**src/rtl/micromind_count_ctrl.sv**
```systemverilog
`default_nettype none
// ============================================================================
// micromind_count_ctrl: command-driven up-counter sequencer with prescaler,
// terminal-count tick and one-shot/periodic modes.
// Optional feature macro: MICROMIND_COUNT_CAPTURE_EN (count snapshot port).
// Revision: 1.0
// ============================================================================
module micromind_count_ctrl #(
   parameter int WIDTH      = 8,
   parameter int PRESCALE_W = 4
) (
   input  logic                  clk,
   input  logic                  reset,
   input  logic                  cmd_valid,
   output logic                  cmd_ready,
   input  logic [1:0]            cmd_op,
   input  logic [WIDTH-1:0]      period,
   input  logic [PRESCALE_W-1:0] prescale,
   input  logic                  periodic,
`ifdef MICROMIND_COUNT_CAPTURE_EN
   input  logic                  capture,
   output logic [WIDTH-1:0]      cap_value,
   output logic                  cap_valid,
`endif
   output logic [WIDTH-1:0]      count,
   output logic                  tick,
   output logic                  busy,
   output logic [1:0]            state
);

   typedef enum logic [1:0] {
      ST_IDLE   = 2'b00,
      ST_RUN    = 2'b01,
      ST_PAUSED = 2'b10,
      ST_DONE   = 2'b11
   } state_e;

   localparam logic [1:0] OP_START  = 2'b00;
   localparam logic [1:0] OP_STOP   = 2'b01;
   localparam logic [1:0] OP_PAUSE  = 2'b10;
   localparam logic [1:0] OP_RESUME = 2'b11;

   localparam logic [WIDTH-1:0]      CNT_ONE = WIDTH'(1);
   localparam logic [PRESCALE_W-1:0] PRE_ONE = PRESCALE_W'(1);

   state_e                  state_q;
   logic [WIDTH-1:0]        count_q;
   logic [PRESCALE_W-1:0]   pre_q;
   logic                    tick_q;
   logic                    ready_q;
   logic [WIDTH-1:0]        period_q;
   logic [PRESCALE_W-1:0]   prescale_q;
   logic                    periodic_q;

   logic cmd_accept;
   logic cmd_fire;

   // Only commands that change something pre-empt the prescaler on this edge;
   // an ignored PAUSE/RESUME leaves counting untouched.
   assign cmd_accept = cmd_valid && ready_q;
   always_comb begin
      cmd_fire = 1'b0;
      if (cmd_accept) begin
         unique case (cmd_op)
            OP_START:  cmd_fire = 1'b1;
            OP_STOP:   cmd_fire = 1'b1;
            OP_PAUSE:  cmd_fire = (state_q == ST_RUN);
            OP_RESUME: cmd_fire = (state_q == ST_PAUSED);
         endcase
      end
   end

   always_ff @(posedge clk) begin
      if (reset) begin
         state_q    <= ST_IDLE;
         count_q    <= '0;
         pre_q      <= '0;
         tick_q     <= 1'b0;
         ready_q    <= 1'b0;
         period_q   <= '0;
         prescale_q <= '0;
         periodic_q <= 1'b0;
      end else begin
         ready_q <= 1'b1;
         tick_q  <= 1'b0;
         if (cmd_fire) begin
            unique case (cmd_op)
               OP_START: begin
                  period_q   <= period;
                  prescale_q <= prescale;
                  periodic_q <= periodic;
                  count_q    <= '0;
                  pre_q      <= '0;
                  state_q    <= ST_RUN;
               end
               OP_STOP: begin
                  count_q <= '0;
                  pre_q   <= '0;
                  state_q <= ST_IDLE;
               end
               OP_PAUSE:  state_q <= ST_PAUSED;
               OP_RESUME: state_q <= ST_RUN;
            endcase
         end else if (state_q == ST_RUN) begin
            if (pre_q == prescale_q) begin
               pre_q <= '0;
               if (count_q == period_q) begin
                  tick_q <= 1'b1;
                  if (periodic_q) count_q <= '0;
                  else            state_q <= ST_DONE;
               end else begin
                  count_q <= count_q + CNT_ONE;
               end
            end else begin
               pre_q <= pre_q + PRE_ONE;
            end
         end
      end
   end

   assign cmd_ready = ready_q;
   assign count     = count_q;
   assign tick      = tick_q;
   assign state     = state_q;
   assign busy      = (state_q == ST_RUN) || (state_q == ST_PAUSED);

`ifdef MICROMIND_COUNT_CAPTURE_EN
   logic [WIDTH-1:0] cap_value_q;
   logic             cap_valid_q;

   always_ff @(posedge clk) begin
      if (reset) begin
         cap_value_q <= '0;
         cap_valid_q <= 1'b0;
      end else if (capture) begin
         cap_value_q <= count_q;
         cap_valid_q <= 1'b1;
      end else if (cmd_accept && (cmd_op == OP_START || cmd_op == OP_STOP)) begin
         cap_valid_q <= 1'b0;
      end
   end

   assign cap_value = cap_value_q;
   assign cap_valid = cap_valid_q;
`endif

endmodule
`default_nettype wire

```
**config.mk**
```make
export PLATFORM = sky130hd
export DESIGN_NAME = micromind_count_ctrl
export DESIGN_NICKNAME = d
export VERILOG_FILES = /design/src/rtl/micromind_count_ctrl.sv
export SDC_FILE = /design/constraint.sdc
export NUM_CORES = 1
export LEC_CHECK = 0
export CAP_MARGIN = 20
export CORE_MARGIN = 5
export CORE_UTILIZATION = 30
export DETAILED_ROUTE_END_ITERATION = 16
export GPL_ROUTABILITY_DRIVEN = 0
export GPL_TIMING_DRIVEN = 1
export PLACE_DENSITY = 0.51
export SYNTH_ARGS = -nofsm -noshare
export SYNTH_HDL_FRONTEND = slang
export SYNTH_SLANG_ARGS = --single-unit
```
**constraint.sdc**
```tcl
create_clock -name clk -period 5.8 [get_ports clk]
set_clock_uncertainty 0.15 [all_clocks]
set_input_delay 1.45 -clock clk [delete_from_list [all_inputs] [get_ports clk]]
set_output_delay 1.45 -clock clk [all_outputs]
set_load 0.005 [all_outputs]
```
# ---- Word-level counts from Yosys, hierarchy flattened
# Cells that the tools add are included.
dict set report op_classes {
  muxes 20
  n_reduce_logical 13
  eq_ne 10
  add_sub_neg 2
  bitwise 2
}
# op n
set ops {}
lappend ops {{8-bit 2-to-1 mux} 6}
lappend ops {{4-bit 2-to-1 mux} 4}
lappend ops {{2-bit 2-to-1 mux} 5}
lappend ops {{8-bit by 1-bit adder with 8-bit output, second input constant} 1}
lappend ops {{8-bit == test} 1}
lappend ops {{4-bit AND reduction} 2}
lappend ops {{2-bit == test, second input constant} 3}
lappend ops {{2-bit case mux with 3 select lines} 1}
lappend ops {{2-bit nonzero test} 3}
lappend ops {{4-bit by 1-bit adder with 4-bit output, second input constant} 1}
lappend ops {{2-bit by 1-bit == test with 1-bit output, second input constant} 2}
lappend ops {{4-bit == test} 1}
lappend ops {{2-bit AND reduction} 2}
lappend ops {{2-bit OR reduction} 2}
lappend ops {{4-bit OR reduction} 1}
lappend ops {{1-bit 2-to-1 mux} 3}
lappend ops {{3-bit != test, second input constant} 1}
lappend ops {{1-bit case mux with 3 select lines} 1}
lappend ops {{2-bit logical NOT} 1}
lappend ops {{2-bit by 1-bit != test with 1-bit output, second input constant} 1}
lappend ops {{2-bit != test, second input constant} 1}
lappend ops {{1-bit NOT} 2}
lappend ops {{1-bit logical AND} 1}
lappend ops {{1-bit logical OR} 1}
dict set report word_totals {
  output_inout_bits 13
  ff_bits 29
  elab_cells 55
  in_bits 18
}

# ---- Longest topological paths before layout
# Gate-level depths: netlist (run 1).
dict set report depth {
  depth_word 6
  depth_mapped 8
  mapped_depth_nobuf 7
}

# ---- Worst setup path before layout (run 1)
# OpenSTA, ideal clock, no wires.
dict set report synth_timing {
  kind {input to register}
  startpoint {in cmd_op[0]}
  endpoint {reg pre_q[3]}
  t_required_ps 5580
  arrival_time_ps 2874
  n_path_buf 0
  setup_slack_ps 2706
  cell_stages 7
  setup_time_ps 70
  cell_sequence {inv_1 ha_1 or2_1 a21oi_4 mux2i_1 or3_1 a21oi_1}
}
dict set report synth_via {
  elab_chain_len 6
  word_cells_on_any_way 11
  cone_classes {eq/ne: 4; mux: 3; reduce/logical: 4}
}
# element line_no
set synth_lines {}
lappend synth_lines {{from (decl)} 16} ;# input logic [1:0] cmd_op,
lappend synth_lines {{2-bit by 1-bit == test with 1-bit output or 2-bit logical NOT (tied branches)} {64, 87}}
lappend synth_lines {{2-bit OR reduction (no line)} -}
lappend synth_lines {{1-bit case mux with 3 select lines} 64} ;# unique case (cmd_op)
lappend synth_lines {{1-bit 2-to-1 mux} 63} ;# if (cmd_accept) begin
lappend synth_lines {{2-bit != test (no line) or 2-bit nonzero test (tied branches)} -}
lappend synth_lines {{2-bit AND reduction (no line)} -}
lappend synth_lines {{to (signal assigned)} 115} ;# pre_q <= pre_q + PRE_ONE;
lappend synth_lines {{to (decl)} 48} ;# logic [PRESCALE_W-1:0] pre_q;
# Parallel ways exist; a longest one is shown, timed or not.
# A chain may end at the register's enable or synchronous reset.

# ---- Final worst setup path (run 1)
# Same ends and word-level chain as after synthesis.

==> results of run 1 <==
-- per-layer routing --
layer / part of all wire / global-route usage / vias up
met4: 0.020 / 0.05574 / 0
met3: 0.042 / 0.02083 / 5
met1: 0.50 / 0.1521 / 558
met5: 0 / 0 / -
li1: - / - / 681
met2: 0.44 / 0.1783 / 22
-- final timing paths --
kind / from / endpoint / slack (ps) / cells after the start
min reg2reg: period_q[6]$_SDFFE_PP0P_ / period_q[6]$_SDFFE_PP0P_ / 310 / 2
min: period_q[6]$_SDFFE_PP0P_ / period_q[6]$_SDFFE_PP0P_ / 310 / 2
max: cmd_op[0] / pre_q[3]$_SDFFE_PP0P_ / 1880 / 8
max reg2reg: state[1]$_SDFFE_PP0P_ / count[7]$_SDFFE_PP0P_ / 3220 / 7
-- stage by stage --
step / instance area, um^2 / worst slack, ps
4_1_cts: 1973 / 1865
5_1_grt: 1973 / 1644
3_3_place_gp: 1887 / 1616
6_report: 1973 / 1881
2_1_floorplan: 1534 / 2706
3_5_place_dp: 1887 / 1570
-- layout make-up --
type | instances | area [um^2]
Fill cell | 545 | 3069
Clock buffer | 7 | 86.33
Inverter | 9 | 33.78
Tap cell | 70 | 87.58
Multi-Input combinational cell | 130 | 884.6
Timing Repair Buffer | 30 | 300.3
Sequential cell | 29 | 580.6
-- power breakdown --
| group | switching, mW | internal [mW] |
|---|---|---|
| Combinational | 0.0383 | 0.0376 |
| Sequential | 0.00553 | 0.205 |
| Clock | 0.0712 | 0.0939 |
| Total | 0.115 | 0.336 |
-- synthesized netlist by cell type (all sizes together) --
master,n
o211ai,1
a211oi,2
and3,2
nor3b,1
o21ai,7
xor2,13
o311a,1
mux2i,2
clkbuf,4
o311ai,1
or2b,1
ha,8
and2,1
or2,2
a21oi,19
nor4b,1
a31oi,12
or4,2
nand2,22
nand3,17
nor2,4
nor4,3
buf,4
nand2b,3
inv,9
dfxtp,29
a22oi,1
or3,2
nor4bb,1
o31a,1
-- state kept, by name (all words and copies together) (netlist names) --
signal and cells:
tick 1, state 2, prescale_q 4, periodic_q 1, period_q 8, pre_q 4
count 8, cmd_ready 1
-- cells by family (layout without fill, tap and decap cells) --
kind of cell | after synthesis | count (layout)
AOI/OAI and AO/OA | 45 | 45
xor gates and xnor gates | 13 | 13
adders and majority gates | 8 | 8
buffers and inverters | 17 | 46
DFF | 29 | 29
muxes | 2 | 2
and+or+nand+nor | 62 | 62
-- worst reg2reg max path, cell delays in order, from the launching register on --
cell and delay, ps:
dfxtp_1 370, inv_1 60, ha_1 270, a22oi_2 270, a21oi_4 230, a211oi_2 740
o21ai_0 220, a31oi_1 200
==> key figures, run 1 <==
Status
  – Status: completed

Logic synthesis
  – Cell taking the most area after synthesis: dfxtp_1
  – Synth Area in Simple Gates: 0.2186
  – Compound-cell area share of the yosys netlist: 0.2055
  – Total of warnings raised by yosys: 0
  – Adder-cell area share of the yosys netlist: 0.06525
  – Yosys cell types: 35
  – Xor and xnor area share after synthesis: 0.07423
  – Share of the synthesized area in the top cell type: 0.3785
  – Mux cell area share after synthesis: 0.01305
  – Cells after synthesis: 176
  – Synth Register Bits: 29
  – Sequential-to-total area share from yosys stat: 0.3785
  – Syn_area_per_cell: 8.716 um^2
  – Synth Cell Area: 1534 um^2
  – Largest family of logic cells by synthesized area: simple AND/OR/NAND/NOR gates
  – Syn nets: 202
  – Top cells by area, synth: dfxtp_1 38%, xor2_1 7.4%, ha_1 6.5%

Flow run
  – Number of max-cap violations: 0

GRT
  – Gr usage total: 0.1147
  – Overflow after GRT: 0
  – Vias in the first global route: 1291
  – Largest net degree at the start of global routing: 27
  – Initial antenna violation count: 0
  – First-pass GRT wire length: 5.906 mm

Die
  – Boundary Pins: 31
  – Die area: 6643 um^2
  – Core Area: 5042 um^2
  – Row count: 26
  – Die width: 81.51 um
  – Starting density of the core: 0.3042
  – Die Ht: 81.51 um

Critical path
  – Crit Path Class: input pin to flop
  – CP max stage delay: 600 ps
  – Worst path slowest cell: a21oi_4
  – CP Cell Sequence: clkdlybuf4s50_1 -> inv_1 -> ha_1 -> or2_1 -> a21oi_4 -> mux2i_1 -> or3_1 -> a21oi_1
  – Setup crit end kind: flop
  – Buf/Inv on CP: 2
  – Delay-heaviest family, CP: compound AO/OA/AOI/OAI gates
  – WP data required: 5860 ps
  – Crit-path max FO: 26
  – Worst Setup Start Kind: input pin
  – CP arrival: 3980 ps

Timing
  – Shortest period the worst path allows: 3919 ps
  – RSZ-0062 raised after global routing: false
  – TNS Setup: 0 ps
  – Final period util: 0.6757
  – Relative slew slack: 0.4654
  – Peak Freq: 255.2 MHz
  – Pins Over Slew Limit: 0
  – Final hold slack: 314.9 ps
  – Final Setup Violations: 0
  – Final Hold Viols: 0
  – Worst slew pin tran: 800.5 ps

Pwr
  – Overall Power: 0.4514 mW
  – Power per cell area: 228.8 nW/um^2
  – Static Leak: 0.7678 nW
  – VDD IR max: 104.5 uV

Clock tree
  – Worst-path clk slew: 60 ps
  – Post-CTS Resized: 0
  – Hold-fix buffers at CTS: 0
  – CTS Buf Count: 5
  – H-Tree Depth: 2
  – Post-CTS setup buffers: 0
  – Clk_lat worst skew: 280 ps
  – Root Driver: clkbuf_8
  – Clk buf depth: 2
  – CTS tree: yes
  – CTS sink count: 29

Drt
  – DR iter-0 viols: 133
  – WL per Instance: 12.28 um
  – Post-DRT Antenna Nets: 0
  – Residual DRC count: 0
  – DRT Wirelength: 3.378 mm
  – First-pass iteration count of the detailed router: 4
  – Via count: 1266
  – Via density: 4.604

Layout
  – Commonest non-fill, non-tap cell in the layout: clkdlybuf4s50_1
  – Fin util: 0.3913
  – Commonest non-fill, non-tap cells in the layout: 30 x clkdlybuf4s50_1, 29 x dfxtp_1, 22 x nand2_1, 18 x a21oi_1, 17 x nand3_1
  – Area Growth Syn to Fin: 28.63%
  – Share of cells above drive strength 1: 0.07317
  – Antenna Cells: 0
  – Non-Filler Instances: 275
  – Nets: 231

Placement
  – Hpwl dp: 2.499 mm
  – Placed Cells: 268
  – Port Buffers: 30

Min path
  – Hold/Removal Path Class: flop to flop
No activity file was read; power rests on OpenSTA's default activity.
==> run 2, diff against run 1 <==
==> constraint.sdc (replaced) <==
create_clock -name clk -period 3.8 [get_ports clk]
set_clock_uncertainty 0.15 [all_clocks]
set_input_delay 0.95 -clock clk [delete_from_list [all_inputs] [get_ports clk]]
set_output_delay 0.95 -clock clk [all_outputs]
set_load 0.005 [all_outputs]
==> run 2 against run 1 <==
- setup slack worse by 1000 ps
- count of clock-buffer cells in the layout stayed put
- critical endpoint is now count[7]$_SDFFE_PP0P_
- final area is 1.9% higher
- worst hold slack better by 7.8 ps
- global-route usage is 0.69 points higher
- clock power is 53% higher
- non-clock buffer count is 5 higher
==> key figures, run 2 (synthesis results as in run 1) <==
Timing
  – Pins Over Slew Limit: 0 (unchanged)
  – Shortest period the worst path allows: 2943 ps
  – Final Setup Violations: 0 (unchanged)
  – Final period util: 0.7745
  – Relative slew slack: 0.6885 (+0.2231)
  – RSZ-0062 raised after global routing: false
  – Final Hold Viols: 0 (unchanged)
  – Worst slew pin tran: 454.3 ps (-346.2 ps)
  – Peak Freq: 339.8 MHz
  – TNS Setup: 0 ps (unchanged)

Critical path
  – WP data required: 3850 ps (-2010 ps)
  – Reg2reg start: state[1]$_SDFFE_PP0P_
  – CP arrival: 2990 ps (-990 ps)
  – Crit Path Class: input pin to flop
  – Setup crit end kind: flop
  – Worst Setup Start Kind: input pin
  – Crit-path max FO: 14 (-46%)
  – Reg2reg end: count[7]$_SDFFE_PP0P_
  – R2R depth: 9 (+2)
  – Reg-to-reg slack, setup: 1630 ps (-1590 ps)
  – Crit path from: cmd_op[0]

GRT
  – GR peak layer: met2
  – Largest net degree at the start of global routing: 16 (-41%)
  – First-pass GRT wire length: 6.230 mm (+5.5%)
  – Gr usage total: 0.1216 (+0.006895)
  – Overflow after GRT: 0 (unchanged)
  – M3 GR Usage: 0.03509 (+0.01425)
  – Met2 GRT Util: 0.1873 (+0.008958)
  – Initial antenna violation count: 0 (unchanged)
  – Vias in the first global route: 1326 (+2.7%)
  – Global routing usage on met1: 0.1621 (+0.01001)

Drt
  – DRT Wirelength: 3.522 mm (+4.3%)
  – DR iter-0 viols: 53 (-60%)
  – Residual DRC count: 0 (unchanged)
  – Via count: 1314 (+3.8%)
  – Via density: 4.693 (+1.9%)
  – Post-DRT Antenna Nets: 0 (unchanged)
  – First-pass iteration count of the detailed router: 4 (unchanged)
  – WL per Instance: 12.58 um (+2.4%)

Pwr
  – VDD IR max: 201.7 uV (+93%)
  – Static Leak: 0.7937 nW (+3.4%)
  – Power per cell area: 345.2 nW/um^2 (+51%)

Clock tree
  – Hold-fix buffers at CTS: 0 (unchanged)
  – CTS tree: yes
  – Clk_lat worst skew: 270 ps (about the same)
  – Root Driver: clkbuf_8
  – Clk buf depth: 2 (unchanged)
  – Worst-path clk slew: 60 ps (about the same)
  – CTS Buf Count: 5 (unchanged)
  – H-Tree Depth: 2 (unchanged)
  – CTS sink count: 29 (unchanged)
  – Post-CTS setup buffers: 0 (unchanged)
  – Post-CTS Resized: 0 (unchanged)

Placement
  – Port Buffers: 30 (unchanged)
  – Hpwl dp: 2.662 mm (+6.5%)
  – Post-Place Cell Area: 1924 um^2 (+2.0%)

Layout
  – Area Growth Syn to Fin: 31.08%
  – Filler cells: 529 (-2.9%)
  – Commonest non-fill, non-tap cells in the layout: 30 x clkdlybuf4s50_1, 29 x dfxtp_1, 22 x nand2_1, 18 x a21oi_1, 17 x nand3_1
  – Post-route cell area: 2011 um^2 (+1.9%)
  – Commonest non-fill, non-tap cell in the layout: clkdlybuf4s50_1
  – Share of cells above drive strength 1: 0.09524 (+0.02207)
  – Fin util: 0.3988 (+0.007444)
  – Antenna Cells: 0 (unchanged)
  – Nets: 236 (+2.2%)

Min path
  – WHS Endpoint: period_q[7]$_SDFFE_PP0P_
  – Worst Hold Depth: 2 (unchanged)
  – Hold/Removal Path Class: flop to flop
  – Min-delay src: period_q[7]$_SDFFE_PP0P_

Die
  – Die width: 81.51 um (unchanged)
  – Core Area: 5042 um^2 (unchanged)
  – Starting density of the core: 0.3042 (unchanged)
  – Row count: 26 (unchanged)
  – Die Ht: 81.51 um (unchanged)
  – Boundary Pins: 31 (unchanged)
  – Die area: 6643 um^2 (unchanged)

Status
  – Status: completed

Flow run
  – Number of max-cap violations: 0 (unchanged)
-- run 2: cell types whose count changed in the layout (fill, tap and decap cells not counted) --
cell   delta
buf_4     +5
-- run 2: critical path: stages --
cell	delay [ps]
clkdlybuf4s50_1	510
inv_1	70
ha_1	230
a22oi_2	270
a21oi_4	100
buf_4	180
a211oi_2	190
buf_4	220
o21ai_0	110
a31oi_1	160
-- run 2: area by class of cell --
type / instances / area, um^2 / share of cell area
multi-input combinational: 130 / 884.6 / 0.4399
sequential: 29 / 580.6 / 0.2887
timing repair buffer: 35 / 337.8 / 0.1680
tap: 70 / 87.58 / 0.04356
clock buffer: 7 / 86.33 / 0.04294
inverter: 9 / 33.78 / 0.01680
-- run 2: per-stage QoR --
step / hold slack, ps / worst slack, ps / instances / total power [mW]
after global routing: 348.7 / 682.4 / 280 / 0.7358
after floorplan: 297.8 / 1206 / 176 / 0.3979
final: 322.7 / 856.9 / 280 / 0.6941
after detailed placement: 313.8 / 576.2 / 273 / 0.4497
after global placement: 308.7 / 588.4 / 273 / 0.4510
after CTS: 321.9 / 853.9 / 280 / 0.7051
-- run 2: layer usage --
metal  vias to the layer above  wire (um)  share of wire
met5                         -          0              0
met3                         5        121          0.034
met1                       594       1765           0.50
met2                        22       1587           0.45
li1                        693          -              -
met4                         0         47          0.013
-- run 2: power by group --
part	internal (mW)	switching (mW)
combinational	0.0609	0.0600
clock	0.143	0.109
sequential	0.313	0.00817
total	0.517	0.177
-- run 2: worst max-delay path by stage --
stage / endpoint / slack, ps / cells after the start
after CTS: count[7]$_SDFFE_PP0P_ / 850 / 10
after global placement: count[7]$_SDFFE_PP0P_ / 590 / 10
after floorplan: pre_q[3]$_SDFFE_PP0P_ / 1210 / 7
after detailed placement: pre_q[0]$_SDFFE_PP0P_ / 580 / 9
final: count[7]$_SDFFE_PP0P_ / 860 / 10
after global routing: count[7]$_SDFFE_PP0P_ / 680 / 10
==> run 3, diff against run 2 <==
==> constraint.sdc (replaced) <==
create_clock -name clk -period 3.04 [get_ports clk]
set_clock_uncertainty 0.15 [all_clocks]
set_input_delay 0.76 -clock clk [delete_from_list [all_inputs] [get_ports clk]]
set_output_delay 0.76 -clock clk [all_outputs]
set_load 0.005 [all_outputs]
==> run 3 against run 2 <==
- worst hold slack lost 2.5 ps
- final cell count increased by 0.71%
- sequential share of layout area decreased by 0.39 points
- count of clock-buffer cells in the layout did not move
- total power rose by 27%
- via count decreased by 0.15%
- flip-flop and latch count unchanged
- sequential power increased by 25%
- register-to-register slack got worse by 760 ps
- combinational power rose by 31%
- clock power is 27% higher
- critical endpoint is now count[6]$_SDFFE_PP0P_
- largest power group unchanged
==> key figures, run 3 (synthesis results as in run 1) <==
Clock tree
  – CTS sink count: 29 (unchanged)
  – Post-CTS setup buffers: 0 (unchanged)
  – CTS Buf Count: 5 (unchanged)
  – Hold-fix buffers at CTS: 0 (unchanged)
  – H-Tree Depth: 2 (unchanged)
  – Post-CTS Resized: 0 (unchanged)
  – Clk buf depth: 2 (unchanged)
  – Worst-path clk slew: 60 ps (about the same)
  – CTS tree: yes
  – Root Driver: clkbuf_8
  – Clk_lat worst skew: 280 ps (about the same)

Critical path
  – Buf/Inv on CP: 4 (unchanged)
  – CP max stage delay: 480 ps (-30 ps)
  – R2R depth: 9 (unchanged)
  – CP Cell Sequence: clkdlybuf4s50_1 -> inv_1 -> ha_1 -> a22oi_2 -> a21oi_4 -> buf_12 -> a211oi_2 -> buf_4 -> o21ai_0 -> a31oi_1
  – Worst Setup Start Kind: input pin
  – Reg2reg end: count[6]$_SDFFE_PP0P_
  – CP Depth: 10 (unchanged)
  – Critical Path Sink: count[6]$_SDFFE_PP0P_
  – CP arrival: 2760 ps (-230 ps)
  – Crit-path max FO: 25 (+11)
  – Crit path from: cmd_op[0]
  – WP data required: 3100 ps (-750 ps)
  – Delay-heaviest family, CP: buffers and inverters
  – Worst path slowest cell: clkdlybuf4s50_1
  – Reg-to-reg slack, setup: 870 ps (-760 ps)
  – Crit Path Class: input pin to flop
  – Reg2reg start: state[1]$_SDFFE_PP0P_
  – Setup crit end kind: flop

Placement
  – Post-Place Cell Area: 1952 um^2 (+1.4%)
  – Hpwl dp: 2.601 mm (-2.3%)
  – Port Buffers: 30 (unchanged)

Min path
  – Hold/Removal Path Class: flop to flop

Die
  – Boundary Pins: 31 (unchanged)
  – Die area: 6643 um^2 (unchanged)
  – Starting density of the core: 0.3042 (unchanged)
  – Row count: 26 (unchanged)
  – Core Area: 5042 um^2 (unchanged)
  – Die width: 81.51 um (unchanged)
  – Die Ht: 81.51 um (unchanged)

Pwr
  – Switch Pwr: 0.2286 mW (+29%)
  – Switching share of power: 0.2595 (+0.004242)
  – Power per cell area: 432.3 nW/um^2 (+25%)
  – Static Leak: 0.8055 nW (+1.5%)
  – Comb pwr share: 0.181 (+0.007)
  – VDD IR max: 188.8 uV (-6.4%)
  – Clock power share: 0.364 (about the same)
  – Internal power: 0.6524 mW (+26%)
  – Overall Power: 0.8810 mW (+27%)
  – Sequential power share: 0.455 (-0.007)

Flow run
  – Number of max-cap violations: 0 (unchanged)

Timing
  – RSZ-0062 raised after global routing: false
  – Relative slew slack: 0.7053 (+0.01685)
  – Worst slew pin tran: 440.9 ps (-13.35 ps)
  – Shortest period the worst path allows: 2703 ps
  – Final Setup Violations: 0 (unchanged)
  – Pins Over Slew Limit: 0 (unchanged)
  – Peak Freq: 370.0 MHz
  – Final Hold Viols: 0 (unchanged)
  – Final period util: 0.8890
  – TNS Setup: 0 ps (unchanged)

Drt
  – DR iter-0 viols: 60 (+13%)
  – Residual DRC count: 0 (unchanged)
  – Via count: 1312 (-0.15%)
  – WL per Instance: 12.57 um (about the same)
  – Post-DRT Antenna Nets: 0 (unchanged)
  – First-pass iteration count of the detailed router: 4 (unchanged)
  – DRT Wirelength: 3.544 mm (+0.62%)
  – Via density: 4.652 (-0.86%)

Layout
  – Commonest non-fill, non-tap cell in the layout: clkdlybuf4s50_1
  – Share of cells above drive strength 1: 0.1038 (+0.008535)
  – Post-route cell area: 2038 um^2 (+1.4%)
  – Commonest non-fill, non-tap cells in the layout: 30 x clkdlybuf4s50_1, 29 x dfxtp_1, 22 x nand2_1, 18 x a21oi_1, 17 x nand3_1
  – Area taken by flip-flops and latches: 580.6 um^2 (unchanged)
  – Area Growth Syn to Fin: 32.87%
  – Nets: 238 (+0.85%)
  – Filler cells: 522 (-1.3%)
  – Multi-input gate area: 884.6 um^2 (unchanged)
  – Antenna Cells: 0 (unchanged)

GRT
  – First-pass GRT wire length: 6.210 mm (-0.32%)
  – Gr usage total: 0.1213 (-0.0002577)
  – Largest net degree at the start of global routing: 26 (+10)
  – Vias in the first global route: 1263 (-4.8%)
  – Overflow after GRT: 0 (unchanged)
  – Initial antenna violation count: 0 (unchanged)

Status
  – Status: completed
-- run 3: cell count changes in the layout (fill, tap and decap cells not counted), sizes merged --
| cell | delta |
|---|---|
| buf | +2 |
-- run 3: power groups by stage --
stage / clock [mW] / combinational [mW] / sequential [mW]
finish: 0.321 / 0.159 / 0.401
global route: 0.353 / 0.178 / 0.402
CTS: 0.332 / 0.161 / 0.401
detailed placement: 0 / 0.160 / 0.409
global placement: 0 / 0.161 / 0.409
floorplan: 0 / 0.0894 / 0.408
-- run 3: tightest hold or removal path, cell delays in order, from the launching register on --
cell and delay [ps]:
dfxtp_1 320, nand2_1 50, a21oi_1 50
-- run 3: area by class of cell --
class,instances,area share
Inverter,9,0.01657
Timing Repair Buffer,37,0.1793
Sequential cell,29,0.2848
Clock buffer,7,0.04236
Multi-Input combinational cell,130,0.4340
Tap cell,70,0.04297
-- run 3: how the worst min path moves through the flow --
stage	start	endpoint	slack, ps	cells past startpoint
5_1_grt	period_q[4]$_SDFFE_PP0P_	period_q[4]$_SDFFE_PP0P_	340	2
2_1_floorplan	period_q[4]$_SDFFE_PP0P_	period_q[4]$_SDFFE_PP0P_	300	2
6_report	period_q[6]$_SDFFE_PP0P_	period_q[6]$_SDFFE_PP0P_	320	2
4_1_cts	prescale_q[0]$_SDFFE_PP0P_	prescale_q[0]$_SDFFE_PP0P_	320	2
3_5_place_dp	prescale_q[0]$_SDFFE_PP0P_	prescale_q[0]$_SDFFE_PP0P_	310	2
3_3_place_gp	period_q[4]$_SDFFE_PP0P_	period_q[4]$_SDFFE_PP0P_	310	2
-- run 3: metal layers --
metal  share of wire  up-vias  global-route usage
met5               0        -                   0
met4           0.017        0             0.04054
met3           0.034        6             0.03289
met2            0.43       24              0.1751
met1            0.52      582              0.1727
li1                -      700                   -
-- run 3: through the flow --
step | hold slack (ps) | utilization | instances | setup slack, ps
after floorplan | 297.8 | - | 176 | 636.0
after global placement | 310.0 | 0.3871 | 275 | 52.01
after detailed placement | 313.9 | 0.3871 | 275 | 62.04
after CTS | 322.6 | 0.4042 | 282 | 349.6
after global routing | 343.0 | 0.4042 | 282 | 156.7
final | 320.3 | 0.4042 | 282 | 337.3
